<file path="src/rtl/serial_bit_packer_pkg.sv">
// -----------------------------------------------------------------------------
// serial_bit_packer_pkg
// Shared definitions for the serial bit packer and its FIFO.
//   DEF_WIDTH    : default bits per packed word
//   DEF_DEPTH    : default number of output FIFO entries
//   calc_len_w() : width needed to hold a word length of 0..width
//   fifo_entry_t : {len, data} layout of one queued word at default sizes
// -----------------------------------------------------------------------------
package serial_bit_packer_pkg;

    localparam int DEF_WIDTH = 8;
    localparam int DEF_DEPTH = 2;

    // A length can reach WIDTH itself, so one bit more than the index width.
    function automatic int calc_len_w(input int width);
        return $clog2(width) + 1;
    endfunction

    localparam int DEF_LEN_W = calc_len_w(DEF_WIDTH);

    // The RTL FIFO stores entries in this same {len, data} order as a flat
    // vector so that non-default WIDTH values still work.
    typedef struct packed {
        logic [DEF_LEN_W-1:0] len;
        logic [DEF_WIDTH-1:0] data;
    } fifo_entry_t;

endpackage

</file>
<file path="src/rtl/bit_packer_fifo.sv">
// -----------------------------------------------------------------------------
// bit_packer_fifo
// Synchronous show-ahead FIFO. The head entry is presented combinationally on
// pop_data whenever empty=0. Push and pop may happen in the same cycle, also
// when full, because the popped slot is the one being overwritten.
//   clk, rst   : clock, asynchronous active-high reset (clears pointers)
//   push       : write push_data at the tail (caller guarantees room)
//   push_data  : entry to write
//   pop        : drop the head entry (caller guarantees non-empty)
//   pop_data   : current head entry
//   full/empty : occupancy flags
// -----------------------------------------------------------------------------
module bit_packer_fifo #(
    parameter int DATA_W = 12,
    parameter int DEPTH  = 2
) (
    input  logic              clk,
    input  logic              rst,
    input  logic              push,
    input  logic [DATA_W-1:0] push_data,
    input  logic              pop,
    output logic [DATA_W-1:0] pop_data,
    output logic              full,
    output logic              empty
);

    localparam int AW = $clog2(DEPTH);

    logic [DATA_W-1:0] mem [DEPTH];
    logic [AW:0]       wr_ptr;
    logic [AW:0]       rd_ptr;
    logic [AW:0]       ptr_one;

    assign ptr_one = {{AW{1'b0}}, 1'b1};

    // Pointers carry one extra wrap bit so full and empty can be told apart.
    always_ff @(posedge clk or posedge rst) begin
        if (rst) begin
            wr_ptr <= '0;
            rd_ptr <= '0;
        end else begin
            if (push) begin
                wr_ptr <= wr_ptr + ptr_one;
            end
            if (pop) begin
                rd_ptr <= rd_ptr + ptr_one;
            end
        end
    end

    // Storage is not reset; its contents are only observed while non-empty.
    always_ff @(posedge clk) begin
        if (push) begin
            mem[wr_ptr[AW-1:0]] <= push_data;
        end
    end

    assign pop_data = mem[rd_ptr[AW-1:0]];
    assign empty    = (wr_ptr == rd_ptr);
    assign full     = (wr_ptr[AW] != rd_ptr[AW]) &&
                      (wr_ptr[AW-1:0] == rd_ptr[AW-1:0]);

endmodule

</file>
<file path="src/rtl/serial_bit_packer.sv">
// -----------------------------------------------------------------------------
// serial_bit_packer
// Packs a serial bit stream LSB first into WIDTH-bit words, queues completed
// or flushed words in a small FIFO and offers them on a valid/ready interface.
//   clk, rst    : clock, asynchronous active-high reset
//   bit_in      : serial data bit
//   bit_valid   : bit_in is valid this cycle
//   flush       : emit the pending partial word (after any same-cycle bit)
//   word_out    : head word, zero when word_valid=0
//   word_len    : valid bits in word_out (1..WIDTH), zero when word_valid=0
//   word_valid  : FIFO non-empty
//   word_ready  : consumer takes the head word
//   overflow    : sticky flag, a bit or flush was refused for lack of room
//   clear_ovf   : clears overflow (a same-cycle drop wins)
//   busy        : a partial word is pending
// -----------------------------------------------------------------------------
module serial_bit_packer
    import serial_bit_packer_pkg::*;
#(
    parameter int   WIDTH = DEF_WIDTH,
    parameter int   DEPTH = DEF_DEPTH,
    localparam int  LEN_W = calc_len_w(WIDTH)
) (
    input  logic             clk,
    input  logic             rst,
    input  logic             bit_in,
    input  logic             bit_valid,
    input  logic             flush,
    output logic [WIDTH-1:0] word_out,
    output logic [LEN_W-1:0] word_len,
    output logic             word_valid,
    input  logic             word_ready,
    output logic             overflow,
    input  logic             clear_ovf,
    output logic             busy
);

    localparam int IDX_W   = $clog2(WIDTH);
    localparam int ENTRY_W = LEN_W + WIDTH;

    logic [WIDTH-1:0]   acc;
    logic [WIDTH-1:0]   acc_next;
    logic [WIDTH-1:0]   eff_acc;
    logic [IDX_W-1:0]   cnt;
    logic [IDX_W-1:0]   cnt_next;
    logic [LEN_W-1:0]   eff_cnt;
    logic               ovf_q;
    logic               set_ovf;
    logic               push;
    logic               pop;
    logic               can_push;
    logic               fifo_full;
    logic               fifo_empty;
    logic [ENTRY_W-1:0] push_entry;
    logic [ENTRY_W-1:0] head_entry;

    // Full implies non-empty, so a pop this cycle always frees a slot.
    assign pop      = !fifo_empty && word_ready;
    assign can_push = !fifo_full || pop;

    // eff_acc/eff_cnt describe the partial word after the same-cycle bit, so
    // flush sees it. A completing bit that cannot be pushed leaves acc and
    // cnt untouched so the upstream can re-present it. Bits above cnt in acc
    // are always zero, which gives flushed words their zero upper bits.
    always_comb begin
        eff_acc    = acc;
        eff_cnt    = LEN_W'(cnt);
        acc_next   = acc;
        cnt_next   = cnt;
        push       = 1'b0;
        push_entry = '0;
        set_ovf    = 1'b0;

        if (bit_valid) begin
            eff_acc[cnt] = bit_in;
            eff_cnt      = LEN_W'(cnt) + LEN_W'(1);
        end

        if (bit_valid && (cnt == IDX_W'(WIDTH - 1))) begin
            if (can_push) begin
                push       = 1'b1;
                push_entry = {LEN_W'(WIDTH), eff_acc};
                acc_next   = '0;
                cnt_next   = '0;
            end else begin
                set_ovf = 1'b1;
            end
        end else if (flush && (eff_cnt != '0)) begin
            if (can_push) begin
                push       = 1'b1;
                push_entry = {eff_cnt, eff_acc};
                acc_next   = '0;
                cnt_next   = '0;
            end else begin
                set_ovf  = 1'b1;
                acc_next = eff_acc;
                cnt_next = eff_cnt[IDX_W-1:0];
            end
        end else begin
            acc_next = eff_acc;
            cnt_next = eff_cnt[IDX_W-1:0];
        end
    end

    always_ff @(posedge clk or posedge rst) begin
        if (rst) begin
            acc   <= '0;
            cnt   <= '0;
            ovf_q <= 1'b0;
        end else begin
            acc <= acc_next;
            cnt <= cnt_next;
            if (set_ovf) begin
                ovf_q <= 1'b1;
            end else if (clear_ovf) begin
                ovf_q <= 1'b0;
            end
        end
    end

    bit_packer_fifo #(
        .DATA_W (ENTRY_W),
        .DEPTH  (DEPTH)
    ) u_fifo (
        .clk       (clk),
        .rst       (rst),
        .push      (push),
        .push_data (push_entry),
        .pop       (pop),
        .pop_data  (head_entry),
        .full      (fifo_full),
        .empty     (fifo_empty)
    );

    assign word_valid = !fifo_empty;
    assign word_out   = fifo_empty ? '0 : head_entry[WIDTH-1:0];
    assign word_len   = fifo_empty ? '0 : head_entry[ENTRY_W-1:WIDTH];
    assign busy       = (cnt != '0);
    assign overflow   = ovf_q;

endmodule
</file>
<file path="config.mk">
export PLATFORM = sky130hd
export DESIGN_NAME = serial_bit_packer
export DESIGN_NICKNAME = d
export VERILOG_FILES = /design/src/rtl/serial_bit_packer_pkg.sv /design/src/rtl/bit_packer_fifo.sv /design/src/rtl/serial_bit_packer.sv
export SDC_FILE = /design/constraint.sdc
export NUM_CORES = 1
export LEC_CHECK = 0
export ABC_AREA = 0
export CAP_MARGIN = 10
export CORE_ASPECT_RATIO = 1.5
export CORE_MARGIN = 2
export CORE_UTILIZATION = 50
export DETAILED_ROUTE_END_ITERATION = 10
export HOLD_SLACK_MARGIN = 0.03
export PLACE_DENSITY = 0.75
export REMOVE_ABC_BUFFERS = 1
export SYNTH_ARGS = -nofsm -noshare
export SYNTH_HDL_FRONTEND = slang
export SYNTH_SLANG_ARGS = --single-unit
</file>
<file path="constraint.sdc">
create_clock -name clk -period 2.7 [get_ports clk]
set_clock_uncertainty 0.2 [all_clocks]
set_input_delay 0.54 -clock clk [delete_from_list [all_inputs] [get_ports clk]]
set_output_delay 0.54 -clock clk [all_outputs]
set_load 0.005 [all_outputs]
</file>
==> run_results.csv <==
group,metric,value,unit
detailed_routing,drt_drc_violations_left,0,
sta,rsz0062_at_grt,"no",
worst_setup_path,startpoint_type,"flip-flop",
clocking,htree_levels,2,
worst_setup_path,endpoint_class_of_the_critical_path,"primary output",
clocking,cts_buffers,5,
global_routing,grt_pass1_vias,1472,
synth,yosys.area.top_type_share,34.8,%
pwr,combPwrFrac,54.7,%
sta,post-route-min-period,2.58,ns
sta,fmax,388,MHz
final_layout,final_cells,265,
placement,gp_congestion,0.818,
flow_run,number_of_max_capacitance_violations_reported,0,
synth,ys_seq_area_share,54.1,%
global_routing,number_of_antenna_violations_at_the_first_check_in_global_routing,0,
global_routing,global_route.usage.total,18.6,%
clocking,cts_buffer_depth,2,
floorplanning,core-area,0.00396,mm2
clocking,worst_setup_hold_path_clk_slew,0.07,ns
detailed_routing,drtIter0Drc,35,
clocking,root_buffer,"clkbuf_8",
synth,syn-cell-area,0.00207,mm2
placement,place_inst,256,
min_path,hold_path_class,"reg2reg",
pwr,clock_power_share,12.2,%
placement,dp_hpwl,3.10,mm
final_layout,areaGrowthSynthToFinish,20.8,%
final_layout,layout-drive-gt1-share,14.5,%
global_routing,grt_start_max_net_pins,17,
sta,hold_violations,0,
global_routing,globalRoute.totalOverflow,0,
final_layout,n_antenna_cell,0,
sta,slew_headroom,57.6,%
detailed_routing,route.detailed.wl_per_inst,15.4,um
synth,yosys_warnings,0,
pwr,powerDensity,1190,mW/mm2
pwr,sw_frac_of_total,36.4,%
synth,post_synth_main_area_contributors,"edfxtp_1 35%, dfrtp_1 19%, mux2i_1 9.7%",
sta,fin_setup_tns,0,ns
sta,postLayoutSetupSlackWorst,0.122,ns
sta,final-max-slew-violation-count,0,
final_layout,mostFrequentLayoutCells,"26 x nor2_1, 24 x edfxtp_1, 21 x clkdlybuf4s50_1",
floorplanning,rows,28,
detailed_routing,totalWireLength,4.08,mm
synth,synth_area_leader_cell,"edfxtp_1",
pwr,internal_power,1.90,mW
synth,ys_seq_elements,40,
sta,fin_crit_sh,95.5,%
floorplanning,initial_core_util,52.3,%
placement,place_worst_setup_slack,0.0493,ns
detailed_routing,via_per_inst,5.56,
synth,synth_cell_types,38,
final_layout,finalNetCount,229,
run_status,outcome,"completed",
worst_setup_path,cp.arrival,1.84,ns
pwr,seq_power_share,33.2,%
pwr,p_sw,1.09,mW
sta,finalSetupViolations,0,
worst_setup_path,worstPathMaxFanout,13,
synth,syn_inst,184,
placement,placement.io_buffers,21,
clocking,clock_insertion_delay_worst_skew,0.28,ns
floorplanning,die_height,82.8,um
detailed_routing,postRouteAntennaNets,0,
clocking,clock-sinks,40,
clocking,tritoncts,"done",
worst_setup_path,worst-r2r-cell-count,7,
pwr,power.ir.vdd_worst,0.000943,V
pwr,leakagePower,1.03,nW
global_routing,grt_pass1_wl,6.68,mm
floorplanning,top_level_i_o_count,22,
floorplanning,die-area,0.00468,mm2
min_path,cell_depth_of_the_worst_min_delay_path,2,
synth,synth.avg_cell_area,11.3,um2
floorplanning,die_x,56.5,um
worst_setup_path,required,1.96,ns
final_layout,layout.cells.most_common,"nor2_1",
worst_setup_path,critPathKind,"reg2out",
sta,timing_worst_slew_pin_value,0.632,ns
detailed_routing,drt_pass1_iterations,4,
detailed_routing,detailroute.via_count,1473,
-- through the flow --
| stage | utilization, % | instance area [um2] | hold slack (ns) | total power [mW] |
|---|---|---|---|---|
| floorplan | - | 2020 | 0.254 | 1.85 |
| finish | 63.2 | 2500 | 0.311 | 2.99 |
| CTS | 63.0 | 2490 | 0.316 | 2.99 |
| detailed placement | 60.8 | 2410 | 0.280 | 2.60 |
| global route | 63.2 | 2500 | 0.350 | 3.18 |
| global placement | 60.8 | 2410 | 0.282 | 2.54 |
-- power by group through the flow --
stage                     logic, mW  clock network (mW)  registers [mW]
after floorplan               0.800                   0            1.05
after global placement         1.55                   0           0.988
after detailed placement       1.60                   0            1.00
after CTS                      1.63               0.374           0.993
after global routing           1.77               0.400            1.01
final                          1.63               0.364           0.990
-- kinds of logic after synthesis --
kind of cell	share of synthesized area, %
XOR/XNOR	2.90
flip-flops	54.1
multiplexers	9.67
AND/OR/NAND/NOR	19.0
buffers and inverters	3.56
AO/OA/AOI/OAI	8.94
adder cells (fa/ha/maj)	1.81
-- registers in the layout (all words and copies together), names as in the netlist --
name,count
acc,8
cnt,3
overflow,1
u_fifo.mem,24
u_fifo.rd_ptr,2
u_fifo.wr_ptr,2
-- cell usage after synthesis, drive strengths merged --
cell,n
buf,6
nand4b,1
nand4bb,1
clkbuf,4
nor3,2
mux2i,20
nand3,10
nand2b,3
o21a,2
nor2,26
inv,6
o31ai,3
o32ai,1
and2,1
edfxtp,24
a211oi,1
nor4b,1
dfrtp,16
ha,3
nand4,1
and3,2
o2bb2ai,1
a21oi,9
a2111oi,1
xor2,2
a311oi,1
nor2b,6
nand2,17
xnor2,4
a41o,1
o21ai,1
or3,3
a21boi,2
nor3b,2
-- routing by layer --
| metal | up-vias | routed length, um | track usage [%] |
|---|---|---|---|
| met5 | - | 0 | 0 |
| li1 | 717 | - | - |
| met1 | 712 | 1560 | 18.5 |
| met4 | 0 | 97 | 11.9 |
| met3 | 8 | 154 | 3.58 |
| met2 | 36 | 2280 | 33.7 |
-- final cells by class --
type	count	area (um2)
Inverter	6	22.5
Fill cell	328	1460
Clock buffer	7	76.3
Tap cell	45	56.3
Multi-Input combinational cell	128	883
Timing Repair Buffer	38	338
Clock inverter	1	5.00
Sequential cell	40	1120
-- worst max-delay path: stages, from the launching register on --
cell,delay (ns)
dfrtp_1,0.46
xor2_2,0.23
nor2b_1,0.07
buf_4,0.17
nor2_1,0.10
clkdlybuf4s50_1,0.52
-- path summary, 6_finish.rpt --
kind                            slack (ns)        startpoint          endpoint
worst min register to register        0.31            acc[3]            acc[3]
min in group asynchronous             0.43               rst            cnt[2]
worst max register to register        0.24            cnt[0]  u_fifo.mem[0][0]
worst max-delay path                  0.12  u_fifo.wr_ptr[0]       word_out[4]
worst min-delay path                  0.31            acc[3]            acc[3]
max in group asynchronous             1.45               rst  u_fifo.rd_ptr[0]
-- what timing repair did --
item,4_1_cts,5_1_grt
endpoints found under the setup margin,1,13
setup buffers,0,1
pin swaps,0,1
hold buffers,0,0
resized for setup,1,0
Note: power is estimated with default switching activity, not from simulation.
